File: src/rtl/instr_fetch.sv
`default_nettype none
// ============================================================================
//  Module   : instr_fetch
//  Purpose  : Fetch stage: issues one-word reads at the PC, captures the
//             returned instruction and hands it to decode over valid/ready.
//  Revision : 1.0 - initial release
// ============================================================================
module instr_fetch #(
    parameter int ADDR_W = 16,
    parameter int DATA_W = 16,
    parameter int CNT_W  = 16
) (
    input  logic              clk,
    input  logic              rst,
    input  logic [ADDR_W-1:0] pc_in,
    output logic              pc_enable,
    input  logic              flush,
    output logic              mem_req,
    output logic [ADDR_W-1:0] mem_addr,
    input  logic [DATA_W-1:0] mem_rdata,
    input  logic              mem_valid,
    output logic [DATA_W-1:0] ir_out,
    output logic [ADDR_W-1:0] ir_pc,
    output logic              ir_valid,
    input  logic              ir_ready,
    output logic [CNT_W-1:0]  fetch_count
);

    typedef enum logic [1:0] {
        S_REQ  = 2'd0,
        S_WAIT = 2'd1,
        S_HOLD = 2'd2,
        S_DROP = 2'd3
    } state_t;

    localparam logic [CNT_W-1:0] c_cnt_one = {{(CNT_W-1){1'b0}}, 1'b1};

    state_t            r_state;
    state_t            w_state_nxt;
    logic [ADDR_W-1:0] r_addr_q;
    logic [DATA_W-1:0] r_ir;
    logic [ADDR_W-1:0] r_ir_pc;
    logic              r_ir_valid;
    logic [CNT_W-1:0]  r_fetch_count;

    logic w_req;
    logic w_capture;
    logic w_accept;

    always_comb begin
        w_state_nxt = r_state;
        w_req       = 1'b0;
        w_capture   = 1'b0;
        w_accept    = 1'b0;
        case (r_state)
            S_REQ: begin
                if (!flush) begin
                    w_req       = 1'b1;
                    w_state_nxt = S_WAIT;
                end
            end
            S_WAIT: begin
                if (mem_valid) begin
                    if (!flush) begin
                        w_capture   = 1'b1;
                        w_state_nxt = S_HOLD;
                    end else begin
                        w_state_nxt = S_REQ;
                    end
                end else if (flush) begin
                    w_state_nxt = S_DROP;
                end
            end
            S_HOLD: begin
                // A flush in the same cycle as acceptance cancels the transfer
                if (flush) begin
                    w_state_nxt = S_REQ;
                end else if (ir_ready) begin
                    w_accept    = 1'b1;
                    w_state_nxt = S_REQ;
                end
            end
            S_DROP: begin
                if (mem_valid) begin
                    w_state_nxt = S_REQ;
                end
            end
            default: w_state_nxt = S_REQ;
        endcase
    end

    always_ff @(posedge clk) begin
        if (rst) begin
            r_state       <= S_REQ;
            r_addr_q      <= '0;
            r_ir          <= '0;
            r_ir_pc       <= '0;
            r_ir_valid    <= 1'b0;
            r_fetch_count <= '0;
        end else begin
            r_state    <= w_state_nxt;
            r_ir_valid <= (w_state_nxt == S_HOLD);
            if (w_req) begin
                r_addr_q <= pc_in;
            end
            if (w_capture) begin
                r_ir    <= mem_rdata;
                r_ir_pc <= r_addr_q;
            end
            if (w_accept) begin
                r_fetch_count <= r_fetch_count + c_cnt_one;
            end
        end
    end

    // Strobes are gated by rst so nothing escapes while the state is undefined
    assign mem_req     = w_req & ~rst;
    assign pc_enable   = w_capture & ~rst;
    assign mem_addr    = (r_state == S_REQ) ? pc_in : r_addr_q;
    assign ir_out      = r_ir;
    assign ir_pc       = r_ir_pc;
    assign ir_valid    = r_ir_valid;
    assign fetch_count = r_fetch_count;

endmodule
`default_nettype wire
File: config.mk
export PLATFORM = sky130hd
export DESIGN_NAME = instr_fetch
export DESIGN_NICKNAME = d
export VERILOG_FILES = /design/src/rtl/instr_fetch.sv
export SDC_FILE = /design/constraint.sdc
export NUM_CORES = 1
export LEC_CHECK = 0
export CORE_MARGIN = 2
export CORE_UTILIZATION = 45
export CTS_CLUSTER_SIZE = 28
export DETAILED_ROUTE_END_ITERATION = 16
export GPL_TIMING_DRIVEN = 0
export HOLD_SLACK_MARGIN = 0.12
export PLACE_DENSITY = 0.82
export RECOVER_POWER = 50
export REMOVE_ABC_BUFFERS = 1
export SYNTH_ARGS = -nofsm -noshare
export SYNTH_HDL_FRONTEND = slang
export SYNTH_SLANG_ARGS = --single-unit
File: constraint.sdc
create_clock -name clk -period 4.7 [get_ports clk]
set_input_delay 0.94 -clock clk [delete_from_list [all_inputs] [get_ports clk]]
set_output_delay 0.94 -clock clk [all_outputs]
set_load 0.03 [all_outputs]
---- Word-level counts from Yosys, hierarchy flattened ----
Cells that the tools add are included.
storage, ports and cells
  input bits .............................. 37
  register bits ........................... 67
operators by class
  reduce and logical (&&, ||, !) cells .... 1
  eq/ne operators ......................... 4
  multiplexer cells ....................... 16
  bitwise gates (word level) .............. 3
  add/sub/neg operators ................... 1
operator list
  kind                   count
  $add 16x1->16 const B  1
  $mux 16                1
  $mux 2                 7
  $pmux 2 s4             1
  $mux 1                 7
  $eq 2x2->1 const B     3
  $and 1x1->1            2
  $eq 2x1->1 const B     1
  $logic_not 2->1        1
  $not 1->1              1

---- Longest topological paths before layout ----
  word-level depth ........................ 4
  mapped depth ............................ 6
  depth with buffers taken out ............ 5

---- Least setup slack after synthesis ----
No wires, ideal clock.
  path kind ............................... input to output
  start ................................... input port flush
  end ..................................... output port mem_req
  arrival ................................. 2063 ps
  buffers on the path ..................... 2
  stages .................................. 4
  required time ........................... 3760 ps
  path slack .............................. 1697 ps
  cells stage by stage .................... or3_1 > clkbuf_1 > buf_2 > nor2_1
on the way
  longest elaborated chain between the ends .. 3
RTL lines
  what             line  source
  start, declared  17    input logic flush,
  $mux 1           57    if (!flush) begin
  $mux 1           55    case (r_state)
  $and 1x1->1      117   assign mem_req = w_req & ~rst;
  end, declared    18    output logic mem_req,
Every way passes these cells.

---- Worst setup path after layout ----
  start ................................... input port flush
  end ..................................... output port pc_enable
on the way
  longest elaborated chain between the ends .. 4
RTL lines
  what           line  source
  $mux 1         64    if (!flush) begin
  $mux 1         63    if (mem_valid) begin
  $mux 1         55
  $and 1x1->1    118   assign pc_enable = w_capture & ~rst;
  end, declared  16    output logic pc_enable,
Every way passes these cells.

==> flow_metrics.env <==
export IMPL_status="finished with violations"
export IMPL_violations="max-capacitance violations, max-slew violations"
export IMPL_cts_tree="built"
export IMPL_r2r_slack_ns=2.50
export IMPL_dp_hpwl_um=4580
export IMPL_io_buffers=103
export IMPL_synth_cells=326
export IMPL_synthFlopType="dfxtp_1"
export IMPL_grt_pass1_vias=2287
export IMPL_max_cap_violations=1
export IMPL_required_ns=3.76
export IMPL_clock_skew_ns=0.00692
export IMPL_worstSetupStartpoint="flush"
export IMPL_switching_share=0.249
export IMPL_ant_nets=0
export IMPL_start_util=0.461
export IMPL_die_area_um2=6630
export IMPL_hold_path_class="reg -> reg"
export IMPL_diodes=0
export IMPL_path_max_fanout=33
export IMPL_rr_endpoint="r_addr_q[12]$_SDFFE_PP0N_"
export IMPL_numCtsBuffers=9
export IMPL_insertion_delay_ns=0.32
export IMPL_clkSlewWorstSetupHoldPaths_ns=0.06
export IMPL_grt_use_total=0.210
export IMPL_grt_max_degree=39
export IMPL_worstSetupPathType="in -> out"
export IMPL_ys_ff_latch=67
export IMPL_die_h_um=81.4
export IMPL_final_nets=458
export IMPL_cp_start_kind="primary input"
export IMPL_worst_setup_path_end_kind="output port"
export IMPL_fin_crit_ns=4.25
export IMPL_p_int_uw=929
export IMPL_report_final_slew_viol_count=17
export IMPL_place_gp_congestion=0.762
export IMPL_clkSinkCount=67
export IMPL_power_mw=1.24
export IMPL_synth_edf_count=0
export IMPL_synth_cell_area_um2=2700
export IMPL_drc=0
export IMPL_antenna_found_initial=0
export IMPL_power_share_sequential=0.480
export IMPL_rsz0062_at_grt="no"
export IMPL_grt_overflow_total=0
export IMPL_wl_per_cell_um=13.7
export IMPL_vias=2522
export IMPL_root_buffer="clkbuf_8"
export IMPL_synthArstFlopShare=0
export IMPL_finalCritPeriodShare=0.905
export IMPL_p_leak_nw=1.56
export IMPL_synth_seq_area_share=0.497
export IMPL_first_pass_iters=4
export IMPL_max_clock_freq_mhz=235
export IMPL_die_w_um=81.4
export IMPL_post_drt_via_cell_ratio=5.04
export IMPL_rows=28
export IMPL_r2r_start="r_state[1]$_SDFF_PP0_"
export IMPL_p_switching_uw=307
export IMPL_synth_warnings=0
export IMPL_fin_util=0.670
export IMPL_yosysUniqueCellTypes=30
export IMPL_powerDensity_nw_per_um2=315
export IMPL_min_from="ir_out[1]$_SDFFE_PP0N_"
export IMPL_core_area_um2=5850
export IMPL_hold_violations=0
export IMPL_finalHoldWorstSlack_ns=0.447
export IMPL_worst_r2r_path_depth=3
export IMPL_htreeDepth=3
export IMPL_power_share_clock=0.369
export IMPL_grt_pass1_wl_um=10600
export IMPL_relSlewSlack=-0.209
export IMPL_critical_path_endpoint="pc_enable"
export IMPL_setup_viol=0
export IMPL_area_growth_pct=45.4
export IMPL_wirelength_um=6830
export IMPL_worst_slew_pin_slew_ns=1.80
export IMPL_clock_path_buffers=2
export IMPL_pwr_share_comb=0.151
export IMPL_drive_gt1_frac=0.0753
export IMPL_drt_iter0_markers=93
export IMPL_synth_area_per_cell_um2=8.27
export IMPL_ios=104
export IMPL_cp_arrival_ns=3.31
export IMPL_peakVddDrop_mv=0.203
==> logic make-up (layout without fill, tap and decap cells) <==
| logic type | after synthesis | after routing | synth area share |
|---|---|---|---|
| AO/OA/AOI/OAI | 59 | 59 | 0.111 |
| buffers and inverters | 21 | 120 | 0.0348 |
| XOR/XNOR | 11 | 11 | 0.0357 |
| adder cells (fa/ha/maj) | 1 | 1 | 0.00464 |
| flip-flops | 67 | 67 | 0.497 |
| AND/OR/NAND/NOR | 150 | 150 | 0.246 |
| multiplexers | 17 | 17 | 0.0705 |
==> per-stage QoR <==
stage	TNS [ns]	setup WS, ns	area, um2	std cells
6_report	0	0.449	3920	500
3_5_place_dp	0	0.119	3740	484
5_1_grt	0	0.208	3920	500
2_1_floorplan	0	1.43	2600	305
4_1_cts	0	0.127	3930	500
3_3_place_gp	-0.281	-0.144	3730	483
==> flip-flops by register name (all words and copies together) (netlist names) <==
signal / flops
r_addr_q: 16
ir_out: 16
r_state: 2
ir_pc: 16
fetch_count: 16
ir_valid: 1
==> layout by cell type (no fill, tap or decap), drive strengths merged, types with 2 or more instances in the layout <==
cell type        n
and3             4
or3              5
a21oi           54
nand4            5
o21ai            4
xor2            10
nor2            18
and4             3
nor3             2
clkdlybuf4s50   51
dlygate4sd3     51
nand2          102
nand3            5
clkbuf          14
buf              2
dfxtp           67
mux2            16
==> power groups by stage <==
stage	Combinational [mW]	Clock, mW	Sequential (mW)
after floorplan	0.0854	0	0.613
after global placement	0.185	0	0.605
after detailed placement	0.188	0	0.606
after CTS	0.189	0.469	0.593
after global routing	0.198	0.494	0.595
final	0.186	0.456	0.593
==> how the worst min path moves through the flow <==
stage	endpoint	slack, ns	cells after the start
global route	ir_pc[14]$_SDFFE_PP0N_	0.47	2
finish	ir_out[1]$_SDFFE_PP0N_	0.45	2
detailed placement	ir_pc[8]$_SDFFE_PP0N_	0.45	2
CTS	ir_pc[8]$_SDFFE_PP0N_	0.46	2
floorplan	ir_pc[0]$_SDFFE_PP0N_	0.44	2
global placement	ir_pc[14]$_SDFFE_PP0N_	0.44	2
==> timing repair <==
action	in CTS	in global routing
gates resized for setup	0	1
endpoints found under the setup margin	0	1
endpoints found under the hold margin	0	0
hold buffers	0	0
buffers inserted	0	0
==> cell usage after synthesis (all sizes together) (5+ instances only) <==
master  instances  area share
nand4           5       0.014
dfxtp          67        0.50
buf             8       0.017
xor2           10       0.032
a21oi          54        0.10
mux2           16       0.067
nand2         102        0.14
nor2           18       0.025
clkbuf         13       0.018
or3             5       0.012
nand3           5       0.011
==> area by class of cell <==
cell class,instances,area (um2)
fillers,487,1930
flip-flops and latches,67,1340
clock buffers,14,153
well taps,75,93.8
clock inverters,2,35.0
repair buffers,104,1050
multi-input cells,238,1250
==> metal layers <==
| layer | part of all wire | track usage | vias up |
|---|---|---|---|
| li1 | - | - | 1279 |
| met1 | 0.44 | 0.252 | 1164 |
| met2 | 0.49 | 0.350 | 71 |
| met3 | 0.056 | 0.0473 | 8 |
| met4 | 0.020 | 0.115 | 0 |
| met5 | 0 | 0 | - |
==> worst max-delay path, cell delays in order <==
cell and delay [ns]:
dlygate4sd3_1 0.60, nor2_1 0.24, nand3_2 0.57, nor2_1 0.25
clkdlybuf4s50_1 0.70
Note: power is estimated with default switching activity, not from simulation.
